==> config.mk <==
export PLATFORM = sky130hd
export DESIGN_NAME = wb_trace_fifo
export DESIGN_NICKNAME = d
export VERILOG_FILES = /design/src/rtl/wb_trace_fifo.sv
export SDC_FILE = /design/constraint.sdc
export NUM_CORES = 2
export LEC_CHECK = 0
export ABC_AREA = 1
export CAP_MARGIN = 20
export CORE_MARGIN = 2
export CORE_UTILIZATION = 40
export CTS_CLUSTER_DIAMETER = 50
export DETAILED_ROUTE_END_ITERATION = 8
export PLACE_DENSITY_LB_ADDON = 0.15
export SYNTH_ARGS = -nofsm -noshare
export SYNTH_HDL_FRONTEND = slang
export SYNTH_SLANG_ARGS = --single-unit
==> constraint.sdc <==
create_clock -name Clk -period 15.5 [get_ports Clk]
set_input_delay 3.1 -clock Clk [delete_from_list [all_inputs] [get_ports Clk]]
set_output_delay 3.1 -clock Clk [all_outputs]
set_load 0.02 [all_outputs]
==> src/rtl/wb_trace_fifo.sv <==
// Write-back trace FIFO: captures GRF and DM commits from the CPU and presents them on a ready/valid port.
// Optional macro WB_TRACE_DROP_CNT_EN adds a saturating 16-bit DropCnt output.
module wb_trace_fifo #(
    parameter int DEPTH = 16,
    parameter int AW    = 4
) (
    input  logic          Clk,
    input  logic          Reset,
    input  logic [31:0]   Pc,
    input  logic          GRFWe,
    input  logic [4:0]    GRFAddr,
    input  logic [31:0]   GRFData,
    input  logic          DMWe,
    input  logic [31:0]   DMAddr,
    input  logic [31:0]   DMData,
    output logic          TrValid,
    input  logic          TrReady,
    output logic          TrKind,
    output logic [31:0]   TrPc,
    output logic [31:0]   TrAddr,
    output logic [31:0]   TrData,
    output logic [AW:0]   Count,
    output logic          Overflow
`ifdef WB_TRACE_DROP_CNT_EN
    ,
    output logic [15:0]   DropCnt
`endif
);

    localparam int FW = AW + 2;

    logic [DEPTH-1:0] kind_mem;
    logic [31:0]      pc_mem   [DEPTH];
    logic [31:0]      addr_mem [DEPTH];
    logic [31:0]      data_mem [DEPTH];

    logic [AW-1:0] wptr, rptr, dm_slot;
    logic [AW:0]   cnt;
    logic          ovf;
    logic          grf_ev, dm_ev, pop, grf_push, dm_push;
    logic [FW-1:0] free;
    logic [1:0]    pushes, drops;

    // Events in a reset cycle are ignored entirely, so they never reach the push or drop logic.
    always_comb begin
        grf_ev   = !Reset && GRFWe && (GRFAddr != 5'd0);
        dm_ev    = !Reset && DMWe;
        pop      = (cnt != '0) && TrReady;
        free     = FW'(DEPTH) - FW'(cnt) + FW'(pop);
        grf_push = grf_ev && (free >= FW'(1));
        dm_push  = dm_ev && (grf_ev ? (free >= FW'(2)) : (free >= FW'(1)));
        dm_slot  = wptr + AW'(grf_push);
        pushes   = 2'(grf_push) + 2'(dm_push);
        drops    = 2'(grf_ev && !grf_push) + 2'(dm_ev && !dm_push);
    end

    always_ff @(posedge Clk) begin
        if (grf_push) begin
            kind_mem[wptr] <= 1'b0;
            pc_mem[wptr]   <= Pc;
            addr_mem[wptr] <= {27'd0, GRFAddr};
            data_mem[wptr] <= GRFData;
        end
        if (dm_push) begin
            kind_mem[dm_slot] <= 1'b1;
            pc_mem[dm_slot]   <= Pc;
            addr_mem[dm_slot] <= DMAddr;
            data_mem[dm_slot] <= DMData;
        end
    end

    always_ff @(posedge Clk) begin
        if (Reset) begin
            wptr <= '0;
            rptr <= '0;
            cnt  <= '0;
            ovf  <= 1'b0;
        end else begin
            wptr <= wptr + AW'(pushes);
            rptr <= rptr + AW'(pop);
            cnt  <= cnt + (AW+1)'(pushes) - (AW+1)'(pop);
            if (drops != 2'd0)
                ovf <= 1'b1;
        end
    end

`ifdef WB_TRACE_DROP_CNT_EN
    logic [16:0] drop_sum;
    logic [15:0] drop_cnt;

    assign drop_sum = {1'b0, drop_cnt} + 17'(drops);

    always_ff @(posedge Clk) begin
        if (Reset)
            drop_cnt <= '0;
        else
            drop_cnt <= drop_sum[16] ? '1 : drop_sum[15:0];
    end

    assign DropCnt = drop_cnt;
`endif

    assign TrValid  = (cnt != '0);
    assign TrKind   = kind_mem[rptr];
    assign TrPc     = pc_mem[rptr];
    assign TrAddr   = addr_mem[rptr];
    assign TrData   = data_mem[rptr];
    assign Count    = cnt;
    assign Overflow = ovf;

endmodule

==> impl_metrics.yaml <==
synth:
  ys_ff_latch: 1566
  yosys_warnings: 0
  syn_area_per_cell_sq_um: 9.92
  synth_nets: 7658
  synth_area_leaders: "edfxtp_1 (62%), nor2_1 (8.3%), nand2_1 (6.9%)"
  yosysUniqueCellTypes: 27
  synth_area_sq_mm: 0.0744
  yosysSeqAreaShare_pct: 62.8
  yosysTopAreaCellShare_pct: 62.0
  synthCells: 7501
  yosysTopAreaCell: "edfxtp_1"
worst_setup_path:
  path_class: "in2reg"
  cp_max_fo: 221
  path_delay_family: "buffers and inverters"
  path_buf_inv: 5
  arrival_ns: 10.19
  crit_chain: "clkdlybuf4s50_1, nor2_1, nand3_1, nand2_1, a21oi_2, nand2_8, buf_4, buf_12, nand3_4, nand2_4, buf_4, buf_4"
  worstPathRequired_ns: 15.97
  startpoint_type: "primary input"
  critical_path.slowest_cell: "clkdlybuf4s50_1"
  path_common_cell: "buf_4"
  max_stage_delay_ns: 0.91
  crit_path_end_kind: "flop"
flow_run:
  maxCapViolations: 0
clock_network:
  clk_pin_slew_worst_paths_ns: 0.06
  cts_sinks: 1566
  cts_tree: "done"
  clock_latency_ns: 0.86
  holdBufCountCts: 0
  cts_buffer_depth: 3
  cts-root-buf: "clkbuf_16"
  postCtsSetupRepairBufs: 0
  cts_resized: 0
  cts-buffers-inserted: 185
  htree_levels: 4
floorplan:
  core_area_sq_mm: 0.185
  fp.dieW_um: 435
  ioPinCount: 242
  die-area_sq_mm: 0.190
  die_y_um: 435
  initial_utilization_pct: 40.2
  fp-row-count: 158
routing:
  drt-pass1-iter-count: 6
  drc: 0
  vias: 58000
  via_per_inst: 5.88
  first_iter_violations: 6367
  wl_per_cell_um: 26.3
  routed_wl_um: 260000
  ant_nets: 0
timing:
  maxSlewHeadroom_pct: 15.2
  worst_pin_slew_ns: 1.27
  timing.hold.ws_ns: 0.446
  hold_viol_final: 0
  maxSlewViolCount: 0
  final-setup-viol-count: 0
  clock_skew_ns: 0.0542
  rsz0062_at_grt: "false"
  fmax_mhz: 103
  finalCritPeriodShare_pct: 62.7
  tns_ns: 0
  fin_crit_ns: 9.72
  setup_slack_ns: 5.78
global_route:
  grt_pass1_vias: 55400
  grt_first_pass_wirelength_um: 382000
  antenna_found_initial: 13
  grt_usage_pct: 26.7
  overflow: 0
  grt_max_degree: 227
hold_path:
  hold_class: "reg2reg"
layout:
  layout.nets: 7384
  synthToLayoutAreaGrowth_pct: 12.1
  drive_gt1_share_pct: 5.83
power:
  powerDensity_mw_per_mm2: 154
  power_leakage_nw: 29.5
  vdd_drop_max_v: 0.000175
placed_design:
  gp_congestion: 0.819
  hpwl_um: 135000
  dp_slack_ns: 5.02
  io_buffers: 241
outcome:
  status: "complete, no violations"
==> report_power, final <==
| group | switching [mW] | total (mW) | leakage, nW | internal [mW] |
|---|---|---|---|---|
| registers | 0.0858 | 4.97 | 14.4 | 4.89 |
| logic | 2.65 | 3.65 | 12.2 | 1.00 |
| clock network | 1.85 | 4.27 | 2.86 | 2.42 |
| total | 4.58 | 12.9 | 29.5 | 8.31 |
==> worst reg2reg max path: cells and delay by family, from the launching register on <==
family	cells	cell delay [ns]
simple gates	9	2.60
buf+inv	7	3.77
fa+ha+maj	3	0.69
flops	1	0.46
==> Yosys cell counts, drive strengths merged <==
library cell,number
nand4,593
a21boi,1
ha,17
dfxtp,30
edfxtp,1536
fa,2
nor2,1654
o211ai,388
o21ai,888
clkinv,3
xor2,2
xnor2,4
nand3,133
inv,72
buf,415
a21oi,6
clkbuf,397
nand2,1360
==> final cells by class <==
| class | count | area (sq um) |
|---|---|---|
| inverters | 75 | 299 |
| diodes | 2 | 5.00 |
| fillers | 17300 | 102000 |
| flip-flops and latches | 1566 | 46700 |
| repair buffers | 351 | 3520 |
| multi-input cells | 5048 | 23900 |
| clock inverters | 109 | 1120 |
| well taps | 2480 | 3100 |
| clock buffers | 227 | 4800 |
==> cells by family (layout without fill, tap and decap cells) <==
group	count (synthesis)	in the layout	share of synthesized area, %
XOR/XNOR	6	6	0.0706
buffers and inverters	887	762	5.65
AND/OR/NAND/NOR	3740	3740	21.2
AO/OA/AOI/OAI	1283	1283	9.94
other	0	2	0
flip-flops	1566	1566	62.8
adder cells (fa/ha/maj)	19	19	0.340
==> registers in the layout, indices dropped and copies added (netlist names) <==
name	flops
Overflow	1
rptr	4
addr_mem	512
pc_mem	512
Count	5
kind_mem	16
wptr	4
data_mem	512
==> final timing paths <==
| check | from | end | slack [ns] | cells after the start |
|---|---|---|---|---|
| min reg2reg | kind_mem[14]$_DFF_P_ | kind_mem[14]$_DFF_P_ | 0.45 | 2 |
| max | GRFAddr[4] | addr_mem[6][27]$_SDFFCE_PN0P_ | 5.78 | 12 |
| min | kind_mem[14]$_DFF_P_ | kind_mem[14]$_DFF_P_ | 0.45 | 2 |
| max reg2reg | Count[2]$_SDFF_PP0_ | addr_mem[6][27]$_SDFFCE_PN0P_ | 7.61 | 19 |
==> metrics by stage <==
stage | area (sq um) | instances | utilization (%) | power (mW)
2_1_floorplan | 74400 | 7501 | - | 7.29
3_3_place_gp | 77200 | 9509 | 41.7 | 8.66
3_5_place_dp | 77400 | 9514 | 41.8 | 8.67
4_1_cts | 83300 | 9850 | 45.0 | 12.9
5_1_grt | 83500 | 9858 | 45.1 | 13.4
6_report | 83500 | 9858 | 45.1 | 12.9
==> cells in the final DEF (no fill, tap or decap), types with 9 or more instances in the layout <==
cell and instances:
buf_16 9, buf_4 93, bufinv_16 12, clkbuf_1 41, clkbuf_16 185, clkdlybuf4s50_1 241
clkinv_1 40, clkinv_2 31, dfxtp_1 26, edfxtp_1 1536, ha_1 17, inv_1 68
nand2_1 1343, nand2_4 16, nand3_1 116, nand3_4 16, nand4_1 593, nor2_1 1635
nor2_4 17, o211ai_1 388, o21ai_0 849, o21ai_1 39
==> routing by layer <==
layer / vias up / share of wire [%] / GRT usage (%)
met5: - / 0.027 / 0
met1: 28800 / 41 / 35.9
met2: 2728 / 47 / 42.7
met4: 12 / 4.2 / 11.2
li1: 25900 / - / -
met3: 534 / 8.0 / 4.31
No activity file was read; power rests on OpenSTA's default activity.
